`config.mk`:
```
export PLATFORM = sky130hd
export DESIGN_NAME = mac_seq_ctrl
export DESIGN_NICKNAME = d
export VERILOG_FILES = /design/src/rtl/mac_seq_ctrl.sv
export SDC_FILE = /design/constraint.sdc
export NUM_CORES = 1
export LEC_CHECK = 0
export ABC_AREA = 1
export CORE_MARGIN = 2
export CORE_UTILIZATION = 49
export CTS_CLUSTER_DIAMETER = 80
export DETAILED_ROUTE_END_ITERATION = 12
export MAX_ROUTING_LAYER = met4
export PLACE_DENSITY = 0.83
export SETUP_SLACK_MARGIN = 0.5
export SYNTH_ARGS = -nofsm -noshare
export SYNTH_HDL_FRONTEND = slang
export SYNTH_SLANG_ARGS = --single-unit
```
`constraint.sdc`:
```
create_clock -name clk -period 4.4 [get_ports clk]
set_input_delay 0.66 -clock clk [delete_from_list [all_inputs] [get_ports clk]]
set_output_delay 0.66 -clock clk [all_outputs]
set_load 0.005 [all_outputs]
```
`src/rtl/mac_seq_ctrl.sv`:
```
// Dot-product sequencer: streams len operand pairs to a MAC, collects len results, returns the sum.
// Latency len+5 cycles start->result_valid (2-stage MAC); result is held until result_ready.
module mac_seq_ctrl #(
    parameter int ADDR_W   = 4,
    parameter int DRAIN_TO = 8
) (
    input  logic                 clk,
    input  logic                 reset,
    input  logic                 start,
    input  logic [ADDR_W:0]      len,
    input  logic [ADDR_W-1:0]    base_a,
    input  logic [ADDR_W-1:0]    base_b,
    output logic                 rd_en,
    output logic [ADDR_W-1:0]    addr_a,
    output logic [ADDR_W-1:0]    addr_b,
    input  logic signed [7:0]    rd_data_a,
    input  logic signed [7:0]    rd_data_b,
    output logic                 mac_clr,
    output logic                 mac_valid,
    output logic signed [7:0]    mac_a,
    output logic signed [7:0]    mac_b,
    input  logic                 mac_valid_out,
    input  logic signed [15:0]   mac_f,
    output logic                 busy,
    output logic signed [15:0]   result,
    output logic                 result_valid,
    input  logic                 result_ready,
    output logic                 err
);
    localparam int TO_W = (DRAIN_TO > 1) ? $clog2(DRAIN_TO) : 1;

    typedef enum logic [2:0] {IDLE, CLEAR, STREAM, DRAIN, DONE} state_t;

    state_t                state_q;
    logic [ADDR_W:0]       len_q;
    logic [ADDR_W-1:0]     base_a_q;
    logic [ADDR_W-1:0]     base_b_q;
    logic [ADDR_W-1:0]     addr_a_q;
    logic [ADDR_W-1:0]     addr_b_q;
    logic [ADDR_W:0]       idx_q;
    logic [ADDR_W:0]       out_cnt_q;
    logic [TO_W-1:0]       drain_q;
    logic                  rd_en_q;
    logic                  mac_valid_q;
    logic                  mac_clr_q;
    logic                  busy_q;
    logic signed [15:0]    result_q;
    logic                  result_valid_q;
    logic                  err_q;

    logic                  counting;
    logic [ADDR_W:0]       out_cnt_d;
    logic                  drain_hit;

    // out_cnt_d already includes this cycle's pulse, so the len-th result is taken the cycle it arrives.
    always_comb begin
        counting  = (state_q == CLEAR) || (state_q == STREAM) || (state_q == DRAIN);
        out_cnt_d = out_cnt_q;
        if (counting && mac_valid_out && (out_cnt_q != '1))
            out_cnt_d = out_cnt_q + (ADDR_W+1)'(1);
        drain_hit = (state_q == DRAIN) && (out_cnt_d == len_q);
    end

    always_ff @(posedge clk) begin
        if (reset) begin
            state_q        <= IDLE;
            len_q          <= '0;
            base_a_q       <= '0;
            base_b_q       <= '0;
            addr_a_q       <= '0;
            addr_b_q       <= '0;
            idx_q          <= '0;
            out_cnt_q      <= '0;
            drain_q        <= '0;
            rd_en_q        <= 1'b0;
            mac_valid_q    <= 1'b0;
            mac_clr_q      <= 1'b1;
            busy_q         <= 1'b0;
            result_q       <= '0;
            result_valid_q <= 1'b0;
            err_q          <= 1'b0;
        end else begin
            mac_valid_q <= rd_en_q;
            mac_clr_q   <= 1'b0;
            out_cnt_q   <= out_cnt_d;
            case (state_q)
                IDLE: begin
                    if (start) begin
                        len_q     <= len;
                        base_a_q  <= base_a;
                        base_b_q  <= base_b;
                        err_q     <= 1'b0;
                        out_cnt_q <= '0;
                        mac_clr_q <= 1'b1;
                        busy_q    <= 1'b1;
                        state_q   <= CLEAR;
                    end
                end
                CLEAR: begin
                    if (len_q == '0) begin
                        result_q       <= '0;
                        result_valid_q <= 1'b1;
                        state_q        <= DONE;
                    end else begin
                        rd_en_q  <= 1'b1;
                        addr_a_q <= base_a_q;
                        addr_b_q <= base_b_q;
                        idx_q    <= (ADDR_W+1)'(1);
                        state_q  <= STREAM;
                    end
                end
                STREAM: begin
                    // idx_q counts reads already on the bus, including this cycle's.
                    if (idx_q == len_q) begin
                        rd_en_q <= 1'b0;
                        drain_q <= '0;
                        state_q <= DRAIN;
                    end else begin
                        addr_a_q <= addr_a_q + ADDR_W'(1);
                        addr_b_q <= addr_b_q + ADDR_W'(1);
                        idx_q    <= idx_q + (ADDR_W+1)'(1);
                    end
                end
                DRAIN: begin
                    if (drain_hit) begin
                        result_q       <= mac_f;
                        result_valid_q <= 1'b1;
                        state_q        <= DONE;
                    end else if (drain_q == TO_W'(DRAIN_TO - 1)) begin
                        err_q          <= 1'b1;
                        result_q       <= mac_f;
                        result_valid_q <= 1'b1;
                        state_q        <= DONE;
                    end else begin
                        drain_q <= drain_q + TO_W'(1);
                    end
                end
                DONE: begin
                    if (result_ready) begin
                        result_valid_q <= 1'b0;
                        busy_q         <= 1'b0;
                        state_q        <= IDLE;
                    end
                end
                default: state_q <= IDLE;
            endcase
        end
    end

    assign rd_en        = rd_en_q;
    assign addr_a       = addr_a_q;
    assign addr_b       = addr_b_q;
    assign mac_clr      = mac_clr_q;
    assign mac_valid    = mac_valid_q;
    assign mac_a        = rd_data_a;
    assign mac_b        = rd_data_b;
    assign busy         = busy_q;
    assign result       = result_q;
    assign result_valid = result_valid_q;
    assign err          = err_q;
endmodule

```
Word-level counts from Yosys, hierarchy flattened
Cells that the tools add are included.

Add/sub/neg operators: 5. Eq/ne operators: 18. Muxes and demuxes: 42. Reductions and logical operators: 22.

Operator list (number): $mux 16 (3); $pmux 16 s2 (1); $mux 3 (9); $mux 5 (5); $mux 4 (4); $pmux 4 s2 (2); $reduce_and 4->1 (4); $pmux 3 s5 (1); $ne 2x2->1 const B (6); $reduce_and 3->1 (4); $mux 1 (11); $add 5x1->5 const B (2); $eq 5x5->1 (2); $pmux 5 s2 (1); $reduce_bool 2->1 (5); $add 4x1->4 const B (2); $eq 3x2->1 const B (2); $eq 3x3->1 const B (2); $ne 2x1->1 const B (3); $pmux 1 s2 (3); $pmux 3 s2 (1); $logic_not 5->1 (1); $ne 5x5->1 const B (1); $add 3x1->3 const B (1); other kinds (8) (11).

Flip-flop bits (word level): 59. Bits of input ports: 50. Output and inout port bits: 46.

Depth between registers and ports, before layout
Depth after elaboration: 10. Gate-level depth with buffers: 20. Depth with buffers taken out: 20.

Least setup slack after synthesis
No wires, ideal clock.

Path kind: flip-flop to flip-flop. From: reg out_cnt_q[0]. To: reg result_q[7] (netlist: result[7]). Data arrival time: 2.016 ns. Slack: 2.251 ns. Cell stages (with the launch flop): 20. Buffers on the path: 1. Path through: dfxtp_1 -> ha_1 -> nand2_1 -> nor2_1 -> ha_1 -> inv_2 -> nand2_1 -> nor2_1 -> nand3_1 -> nand2_1 -> nand2_1 -> nand2_1 -> nand2_1 -> nor2_2 -> nand2_2 -> nand2_4 -> nand2_4 -> buf_4 -> nand2_1 -> a21oi_1.

Cells in the longest elaborated chain, start to end: 7. Elaborated cells between the ends (all ways): 10. Classes of those cells: add/sub (1); eq/ne (3); mux (3); reduce/logical (3).

Ends and longest elaborated chain: start: declaration (line 41) `logic [ADDR_W:0] out_cnt_q;`; start signal: assignment (line 85) `out_cnt_q <= out_cnt_d;`; branches (longest 2 deep; another with $add 5x1->5); $mux 5 (*) (line 59) `if (counting && mac_valid_out && (out_cnt_q != '1))`; $eq 5x5->1 (*) (line 61) `drain_hit = (state_q == DRAIN) && (out_cnt_d == len_q);`; $logic_and 1x1->1 (*) (line 61); $ne 3x2->1 (no source line) / $mux 16 (equally long branches); $reduce_and 3->1 (no source line) / $pmux 16 s2 (equally long branches); end signal: assignment (line 126) `result_q <= mac_f;`; end signal: assignment (line 131) `result_q <= mac_f;`; end: declaration (line 47) `logic signed [15:0] result_q;`.

Mark *: on every way between the ends. A chain may end at the register's enable or synchronous reset.

Worst setup path after layout
From: reg out_cnt_q[0]. To: reg drain_q[0].

Cells in the longest elaborated chain, start to end: 7. Elaborated cells between the ends (all ways): 8. Classes of those cells: add/sub (1); eq/ne (3); mux (1); reduce/logical (3).

Ends and longest elaborated chain: branches (longest 2 deep; another with $add 5x1->5); $mux 5 (*) (line 59); $eq 5x5->1 (*) (line 61); $logic_and 1x1->1 (*) (line 61); $ne 2x2->1 (no source line) (*); $reduce_and 4->1 (no source line) (*); end signal: assignment (line 135) `drain_q <= drain_q + TO_W'(1);`; end: declaration (line 42) `logic [TO_W-1:0] drain_q;`.

Marks and branches as above.

==> results.cfg <==
[timing]
layout_worst_path_cycle_share_pct = 58.6
slew_viol_final = 0
hold_violations = 0
clock_skew_ns = 0.00868
rsz0062_at_grt = no
relSlewSlack_pct = 41.5
final-setup-viol-count = 0
final.setup.tns_ns = 0
tightest_slew_ns = 0.877
fin_crit_ns = 2.58
fmax_ghz = 0.388

[clock_tree]
cts_buffer_depth = 2
path_clk_slew_ns = 0.06
cts_tree = yes
numCtsBuffers = 9
htree_levels = 3
cts_root_buffer = clkbuf_8
cts_setup_buffers = 0
postCtsHoldBufs = 0
clkLatencyLatePin_ns = 0.34
post_cts_resized = 0
clock_sinks = 59

[place]
place_hpwl_um = 4840
dp.cells = 502
dpl-instance-area_um2 = 3430
place.gp.congestion = 0.960
io_buffers = 63

[route]
ant_nets = 0
detail_route.wl_per_cell_um = 13.1
drt-initial-drc-count = 167
drt_wl_total_um = 6810
vias = 2690
dr.pass1.iters = 6
vias_per_cell = 5.19
route.detailed.drc = 0

[pwr]
p_switching_uw = 813
cellLeakagePower_nw = 1.50
clock_power_share_pct = 24.8
netSwitchingFraction_pct = 38.7
pwr-share-comb_pct = 39.3
power_density_nw_per_um2 = 577
intPower_mw = 1.29
peakVddDrop_v = 0.000233
seqPwrFrac_pct = 35.9

[synth]
synth_area_um2 = 2900
synth_async_sr_flop_share_pct = 0
netlist_top_cells_area = dfxtp_1 41%, nand2_1 11%, a21oi_1 7.2%
ys_seq_elements = 59
synth.top_cell.area_share_pct = 40.7
synth_edf_count = 0
yosys.area.top_type = dfxtp_1
ys_seq_area_share_pct = 40.7
ys.warnings.count = 0
yosysMostFrequentCell = nand2_1
syn_inst = 393
synth_common_cells = 84 x nand2_1, 59 x dfxtp_1, 42 x a21oi_1, 42 x inv_1, 28 x o21ai_0
synth.avg_cell_area_um2 = 7.39
synth_fp_nets = 450
yosysUniqueCellTypes = 32
synth_flop_cell = dfxtp_1

[worst_setup_path]
critical_path.max_fanout = 21
slowest_stage = dfxtp_1
arrival_ns = 2.81
path_class = reg -> reg
end_kind = flop
crit_path_start_kind = flop
cp_slowest_stage_delay_ns = 0.36
crit_top_cell = nand2_1
crit_chain = ha_1 > nand2_1 > nor2_1 > ha_1 > inv_2 > nand2_1 > nor2_1 > nand3_1 > nand2_1 > nand2_1 > nand2_1 > nand2_1 > nor2_2 > nand2_2 > nand2_4 > nand2_1 > nand2_1 > nand2_1 > inv_1 > nor2_1
cp.required_ns = 4.63

[run_status]
status = finished, final reports clean

[floorplan]
num_io_pins = 96
initial_core_util_pct = 49.9
die_x_um = 81.0
core_um2 = 5820
row_count = 28
die_area_um2 = 6560
dieHeight_um = 81.0

[final_layout]
final_cells = 518
layout.nets = 495
multi_input_area_um2 = 1340
drive_gt1_share_pct = 7.22
regArea_um2 = 1180
num-fill-cells = 515
syn2layout_area_growth_pct = 25.4
fin_area_um2 = 3640
diodes = 0

[grt]
grt_pass1_vias = 2571
overflow = 0
grt_usage_pct = 23.2
antenna_found_initial = 0
grt_max_degree = 27
grt_pass1_wl_um = 11400

[hold_path]
hold_class = reg -> reg

[flow_run]
cap_violations = 0
## state kept, by name (all words and copies together) (netlist names)
register / flops
idx_q: 5
mac_clr: 1
base_b_q: 4
out_cnt_q: 5
base_a_q: 4
mac_valid: 1
addr_a: 4
state_q: 3
len_q: 5
result_valid: 1
rd_en: 1
busy: 1
err: 1
drain_q: 3
addr_b: 4
result: 16
## layer usage
metal | wire length [µm] | vias up | GRT usage (%)
met3 | 437 | 23 | 8.11
met5 | 0 | - | -
li1 | - | 1358 | -
met2 | 3280 | 82 | 36.4
met4 | 172 | 0 | 10.5
met1 | 2920 | 1227 | 26.7
## final timing paths
check	startpoint	to	slack, ns	cells after the start
min reg2reg	base_b_q[3]	base_b_q[3]	0.46	2
min	base_b_q[3]	base_b_q[3]	0.46	2
max reg2reg	out_cnt_q[0]	drain_q[0]	1.82	20
max	out_cnt_q[0]	drain_q[0]	1.82	20
## area by class of cell
type,count,area share (%)
Multi-Input combinational cell,257,36.7
Sequential cell,59,32.4
Timing Repair Buffer,65,17.7
Inverter,46,4.74
Clock buffer,12,4.54
Tap cell,75,2.58
Clock inverter,4,1.31
## cells in the final DEF (no fill, tap or decap), drive strengths merged, types with 3 or more instances in the layout
cell type / n
ha: 7
xor2: 6
a31oi: 3
inv: 46
nand4: 18
nand2: 88
nor2: 29
dfxtp: 59
clkbuf: 12
a21oi: 43
o21ai: 29
clkdlybuf4s50: 63
nor3: 4
nand3: 20
## worst max-delay path, delay by kind of cell, from the launching register on
family	cells	cell delay (ns)
AND/OR/NAND/NOR	16	1.55
adder cells (fa/ha/maj)	2	0.46
flip-flops	1	0.36
buffers and inverters	2	0.10
## metrics by stage
step           setup slack, ns  power (mW)  hold slack (ns)  utilization, %
3_5_place_dp              1.67        1.58            0.453            59.0
2_1_floorplan             2.25        1.34            0.425               -
3_3_place_gp              1.78        1.55            0.445            59.0
4_1_cts                   1.85        2.11            0.463            62.6
5_1_grt                   1.52        2.27            0.489            62.6
6_report                  1.82        2.10            0.464            62.6
## logic make-up after synthesis
group,Yosys count,share of synthesized area (%)
compound gates,79,14.2
xor+xnor,9,3.19
fa+ha+maj,7,3.02
buf+inv,77,13.3
flops,59,40.7
simple gates,162,25.6
## power by group through the flow
stage | Combinational (mW) | Sequential, mW | Clock [mW]
final | 0.825 | 0.754 | 0.521
after global routing | 0.937 | 0.769 | 0.560
after CTS | 0.826 | 0.753 | 0.530
after detailed placement | 0.820 | 0.762 | 0
after global placement | 0.791 | 0.760 | 0
after floorplan | 0.596 | 0.743 | 0
Note: power is estimated with default switching activity, not from simulation.
